**config.mk**
```make
export PLATFORM = sky130hd
export DESIGN_NAME = bird_physics
export DESIGN_NICKNAME = d
export VERILOG_FILES = /design/src/rtl/bird_pkg.sv /design/src/rtl/bird_physics.sv
export SDC_FILE = /design/constraint.sdc
export NUM_CORES = 1
export LEC_CHECK = 0
export CORE_MARGIN = 1
export CORE_UTILIZATION = 45
export DETAILED_ROUTE_END_ITERATION = 16
export HOLD_SLACK_MARGIN = 0.15
export PLACE_DENSITY_LB_ADDON = 0.3
export SLEW_MARGIN = 20
export SYNTH_ARGS = -nofsm -noshare
export SYNTH_HDL_FRONTEND = slang
export SYNTH_SLANG_ARGS = --single-unit
```
**constraint.sdc**
```tcl
create_clock -name clk -period 4.8 [get_ports clk]
set_input_delay 0.96 -clock clk [delete_from_list [all_inputs] [get_ports clk]]
set_output_delay 0.96 -clock clk [all_outputs]
set_load 0.005 [all_outputs]
```
**src/rtl/bird_pkg.sv**
```systemverilog
// Shared game types and playfield geometry for the bird, renderer and collision logic.
package bird_pkg;

   typedef enum logic [1:0] {
      BIRD_IDLE   = 2'd0,
      BIRD_FLYING = 2'd1,
      BIRD_DEAD   = 2'd2
   } bird_state_t;

   localparam int SCREEN_HEIGHT = 480;
   localparam int BIRD_HEIGHT   = 16;

endpackage

```
**src/rtl/bird_physics.sv**
```systemverilog
// Bird vertical physics and game-life FSM, advanced once per frame tick (ce).
// Optional macro BIRD_PHYSICS_TERMINAL_VELOCITY_EN caps falling speed at MAX_FALL_SPEED.
module bird_physics
   import bird_pkg::*;
#(
   parameter int Y_WIDTH        = 10,
   parameter int VEL_WIDTH      = 8,
   parameter int SCREEN_HEIGHT  = bird_pkg::SCREEN_HEIGHT,
   parameter int BIRD_HEIGHT    = bird_pkg::BIRD_HEIGHT,
   parameter int START_Y        = 232,
   parameter int GRAVITY        = 1,
   parameter int FLAP_SPEED     = 8,
   parameter int MAX_FALL_SPEED = 10
) (
   input  logic                        clk,
   input  logic                        rst,
   input  logic                        ce,
   input  logic                        flap,
   input  logic                        collision,
   output logic [Y_WIDTH-1:0]          bird_y,
   output logic signed [VEL_WIDTH-1:0] bird_vel,
   output logic [1:0]                  state,
   output logic                        alive,
   output logic                        game_over
);

   localparam logic signed [VEL_WIDTH:0]   VEL_MAX  = (VEL_WIDTH+1)'(2**(VEL_WIDTH-1) - 1);
   localparam logic signed [VEL_WIDTH:0]   FALL_MAX = (VEL_WIDTH+1)'(MAX_FALL_SPEED);
   localparam logic signed [VEL_WIDTH:0]   GRAV     = (VEL_WIDTH+1)'(GRAVITY);
   localparam logic signed [VEL_WIDTH-1:0] FLAP_VEL = VEL_WIDTH'(-FLAP_SPEED);
   localparam logic signed [Y_WIDTH+1:0]   FLOOR_Y  = (Y_WIDTH+2)'(SCREEN_HEIGHT - BIRD_HEIGHT);
   localparam logic [Y_WIDTH-1:0]          START_POS = Y_WIDTH'(START_Y);

   bird_state_t                 state_q;
   logic                        flap_pending;
   logic                        flap_now;
   logic signed [VEL_WIDTH-1:0] vel_next;
   logic signed [Y_WIDTH+1:0]   y_next;

   // Gravity step with one guard bit so the add itself can never wrap.
   function automatic logic signed [VEL_WIDTH-1:0] fall_step(input logic signed [VEL_WIDTH-1:0] v);
      logic signed [VEL_WIDTH:0] sum;
      sum = (VEL_WIDTH+1)'(v) + GRAV;
`ifdef BIRD_PHYSICS_TERMINAL_VELOCITY_EN
      if (sum > FALL_MAX) sum = FALL_MAX;
`endif
      if (sum > VEL_MAX) sum = VEL_MAX;
      return sum[VEL_WIDTH-1:0];
   endfunction

   always_comb begin
      flap_now = flap_pending | flap;
      vel_next = flap_now ? FLAP_VEL : fall_step(bird_vel);
      y_next   = $signed({2'b00, bird_y}) + (Y_WIDTH+2)'(vel_next);
   end

   assign state = state_q;

   always_ff @(posedge clk) begin
      if (rst) begin
         state_q      <= BIRD_IDLE;
         bird_y       <= START_POS;
         bird_vel     <= '0;
         alive        <= 1'b0;
         game_over    <= 1'b0;
         flap_pending <= 1'b0;
      end else begin
         game_over <= 1'b0;
         if (ce) begin
            flap_pending <= 1'b0;
            case (state_q)
               BIRD_IDLE: begin
                  if (flap_now) begin
                     state_q  <= BIRD_FLYING;
                     bird_vel <= FLAP_VEL;
                     alive    <= 1'b1;
                  end
               end
               BIRD_FLYING: begin
                  if (collision) begin
                     state_q   <= BIRD_DEAD;
                     alive     <= 1'b0;
                     game_over <= 1'b1;
                  end else if (y_next >= FLOOR_Y) begin
                     bird_y    <= FLOOR_Y[Y_WIDTH-1:0];
                     bird_vel  <= '0;
                     state_q   <= BIRD_DEAD;
                     alive     <= 1'b0;
                     game_over <= 1'b1;
                  end else if (y_next < 0) begin
                     bird_y   <= '0;
                     bird_vel <= '0;
                  end else begin
                     bird_y   <= y_next[Y_WIDTH-1:0];
                     bird_vel <= vel_next;
                  end
               end
               BIRD_DEAD: begin
                  if (flap_now) begin
                     state_q  <= BIRD_IDLE;
                     bird_y   <= START_POS;
                     bird_vel <= '0;
                  end
               end
               default: begin
                  state_q <= BIRD_IDLE;
                  alive   <= 1'b0;
               end
            endcase
         end else if (flap) begin
            flap_pending <= 1'b1;
         end
      end
   end

endmodule

```
==> out/results.txt <==
Status -> finished clean
Combinational Power Share -> 40.8%
Port-buffer cells -> 26
Buffer depth of the longest clock path -> 2
Sequential fraction of the synthesis area -> 24.2%
Register cell area after layout -> 462 um2
Syn-to-layout area delta -> 19.0%
Synth unique cells -> 54
Post-synth EDFFs -> 0
Leading cell type in the layout, fill and taps excluded -> clkdlybuf4s50_1
Worst Hold Endpoint -> bird_y[9]$_SDFFE_PP0P_
Seq pwr share -> 37.2%
CTS root buf -> clkbuf_8
Non-Filler Instances -> 302
Hold Path Depth -> 2
Crit start category -> register
Row cnt -> 23
Post-Syn Area -> 0.00190 mm2
Mapped Nets -> 251
Worst min path class -> reg -> reg
Final #Nets -> 278
Clk sinks -> 23
Worst Setup End Kind -> register
HP Start -> bird_y[9]$_SDFFE_PP0P_
Antenna violations before repair -> 0
Final Wtd Congestion -> 0.866
DP Area -> 0.00220 mm2
R2r setup slk -> 0.42 ns
HPWL after DPL -> 3460 um
Setup tns final -> 0 ns
Final Cell Area -> 0.00226 mm2
# DRC -> 0
FF-to-FF End -> bird_y[5]$_SDFFE_PP1P_
Via count -> 1768
Tmin final -> 4.38 ns
Die Ht -> 67.0 um
Grt total ovfl -> 0
Switching Fraction -> 38.6%
Worst slew margin -> 44.5%
Routed Antenna Nets -> 0
Final setup fails -> 0
Area occupied by multi-input gates -> 0.00133 mm2
Fillers -> 404
First-pass GRT wire length -> 7600 um
CP required -> 5.00 ns
Crit-path max FO -> 7
Post-synthesis cell count -> 226
Slew @ Worst Pin -> 0.812 ns
LEAKAGE -> 0.834 nW
Most frequent cells in the layout -> clkdlybuf4s50_1, dfxtp_1, nand2_1, ha_1, nor2_1
Post-synthesis register bit count -> 23
Layout cells sized above 1 -> 10.7%
Largest net degree at the start of global routing -> 22
CTS tree -> yes
Starting Density -> 47.1%
R2R cell count -> 20
N_diodes -> 0
Most used flip-flop cell after synthesis -> dfxtp_1
Die span in x -> 67.0 um
Worst R2R Start -> bird_vel[1]$_SDFFE_PP0P_
Crit path arrival time -> 4.58 ns
Async S/R FF share, synth -> 0%
Core box area -> 0.00403 mm2
P per Cell Area -> 263 mW/mm2
Util after Layout -> 56.1%
Vias in the first global route -> 1606
Drt pass-1 iters -> 4
Tcrit/Tclk final -> 91.2%
Clk_lat worst skew -> 0.28 ns
Syn avg cell area -> 8.40 um2
Wirelength per Cell -> 15.2 um
Postcts setup bufs -> 0
WL final -> 4580 um
Power Internal -> 0.365 mW
H-tree depth -> 1
Clock Power Share -> 22.0%
Crit Path Class -> reg -> reg
Max VDD drop -> 111 uV
Fmax achieved -> 228 MHz
Clk_skew -> 0.00566 ns
Slew Viols, Final -> 0
Psw -> 0.230 mW
Synth Warn # -> 0
# IOs -> 27
Hold Fails Final Rpt -> 0
CTS clk-pin slew, worst paths -> 0.09 ns
TritonCTS Buffers -> 3
Max Cap Viol -> 0
Overall global routing resource usage -> 22.5%
Vias/cell -> 5.85
Placed cell count -> 298
Fin Hold WS -> 0.502 ns
Number of hold buffers added after cts -> 0
Cts repair resizes -> 0
DR iter-0 viols -> 92
Die Area -> 0.00448 mm2
RSZ-0062 raised after global routing -> false
## cell usage after synthesis (all sizes together), types with 2 or more instances
cell | count | area (um2)
dfxtp | 23 | 460
nand2 | 20 | 75.1
ha | 19 | 238
a21oi | 18 | 93.8
nor2 | 18 | 67.6
inv | 16 | 60.1
o21ai | 9 | 45.0
xnor2 | 8 | 77.6
a22oi | 7 | 52.6
a311oi | 7 | 67.6
nand3b | 6 | 45.0
a31oi | 5 | 31.3
buf | 5 | 48.8
nand2b | 5 | 31.3
nor3 | 5 | 25.0
o211ai | 5 | 51.3
and3 | 4 | 32.5
clkbuf | 4 | 15.0
xor2 | 4 | 42.6
a211oi | 3 | 22.5
nand3 | 3 | 15.0
nor3b | 3 | 22.5
o2111ai | 3 | 26.3
a21o | 2 | 16.3
a32o | 2 | 20.0
and2 | 2 | 12.5
nor2b | 2 | 12.5
o41ai | 2 | 17.5
## area by class of cell
| cell class | count | share of cell area (%) |
|---|---|---|
| Tap cell | 50 | 2.77 |
| Multi-Input combinational cell | 178 | 58.9 |
| Sequential cell | 23 | 20.4 |
| Timing Repair Buffer | 31 | 13.2 |
| Inverter | 16 | 2.66 |
| Clock inverter | 1 | 0.221 |
| Clock buffer | 3 | 1.83 |
## sequential cells by signal, indices dropped and copies added, names as in the netlist
| signal | cells |
|---|---|
| bird_vel | 8 |
| alive | 1 |
| game_over | 1 |
| bird_y | 10 |
| state | 2 |
| flap_pending | 1 |
## through the flow
step                worst slack [ns]  power, mW
floorplan                      0.841      0.393
global placement               0.175      0.460
detailed placement             0.128      0.462
CTS                            0.329      0.590
global route                  0.0398      0.631
finish                         0.423      0.595
## critical path, stage by stage (launching register included)
cell       delay, ns
dfxtp_1         0.46
ha_1            0.23
nand2b_1        0.14
a21oi_1         0.06
o2111ai_1       0.26
o21ai_1         0.16
a31oi_2         0.26
nand2_1         0.08
nand2_1         0.13
inv_1           0.06
ha_1            0.29
a211oi_1        0.33
o21ai_1         0.17
o211ai_1        0.22
o2bb2ai_1       0.21
o21bai_1        0.11
ha_1            0.35
inv_1           0.19
o2111a_2        0.32
nand2_1         0.07
a22oi_1         0.19
## metal layers
metal	up-vias	part of all wire, %	GRT usage, %
met5	-	0	0
met4	0	2.1	10.6
met2	52	44	33.8
met1	816	49	31.0
li1	887	-	-
met3	13	5.1	3.08
## cell families after synthesis
logic type      after synthesis  synth area share, %
compound gates               74                 29.9
simple gates                 72                 19.4
buf+inv                      25                 6.52
flops                        23                 24.2
fa+ha+maj                    20                 13.6
xor+xnor                     12                 6.32
## power groups by stage
stage / clock [mW] / sequential (mW) / combinational [mW]
floorplan: 0 / 0.221 / 0.171
global placement: 0 / 0.225 / 0.234
detailed placement: 0 / 0.226 / 0.237
CTS: 0.131 / 0.221 / 0.238
global route: 0.138 / 0.224 / 0.269
finish: 0.131 / 0.221 / 0.243
## how the worst max path moves through the flow
stage	from	to	slack, ns	depth (start not counted)
final	bird_vel[1]$_SDFFE_PP0P_	bird_y[5]$_SDFFE_PP1P_	0.42	20
after global routing	bird_vel[1]$_SDFFE_PP0P_	bird_y[5]$_SDFFE_PP1P_	0.04	20
after CTS	bird_vel[0]$_SDFFE_PP0P_	bird_y[5]$_SDFFE_PP1P_	0.33	20
after detailed placement	flap	bird_y[5]$_SDFFE_PP1P_	0.13	15
after global placement	flap	bird_y[5]$_SDFFE_PP1P_	0.18	15
after floorplan	flap	state[0]$_SDFFE_PP0P_	0.84	15
Power figures use the tool's default switching activity.
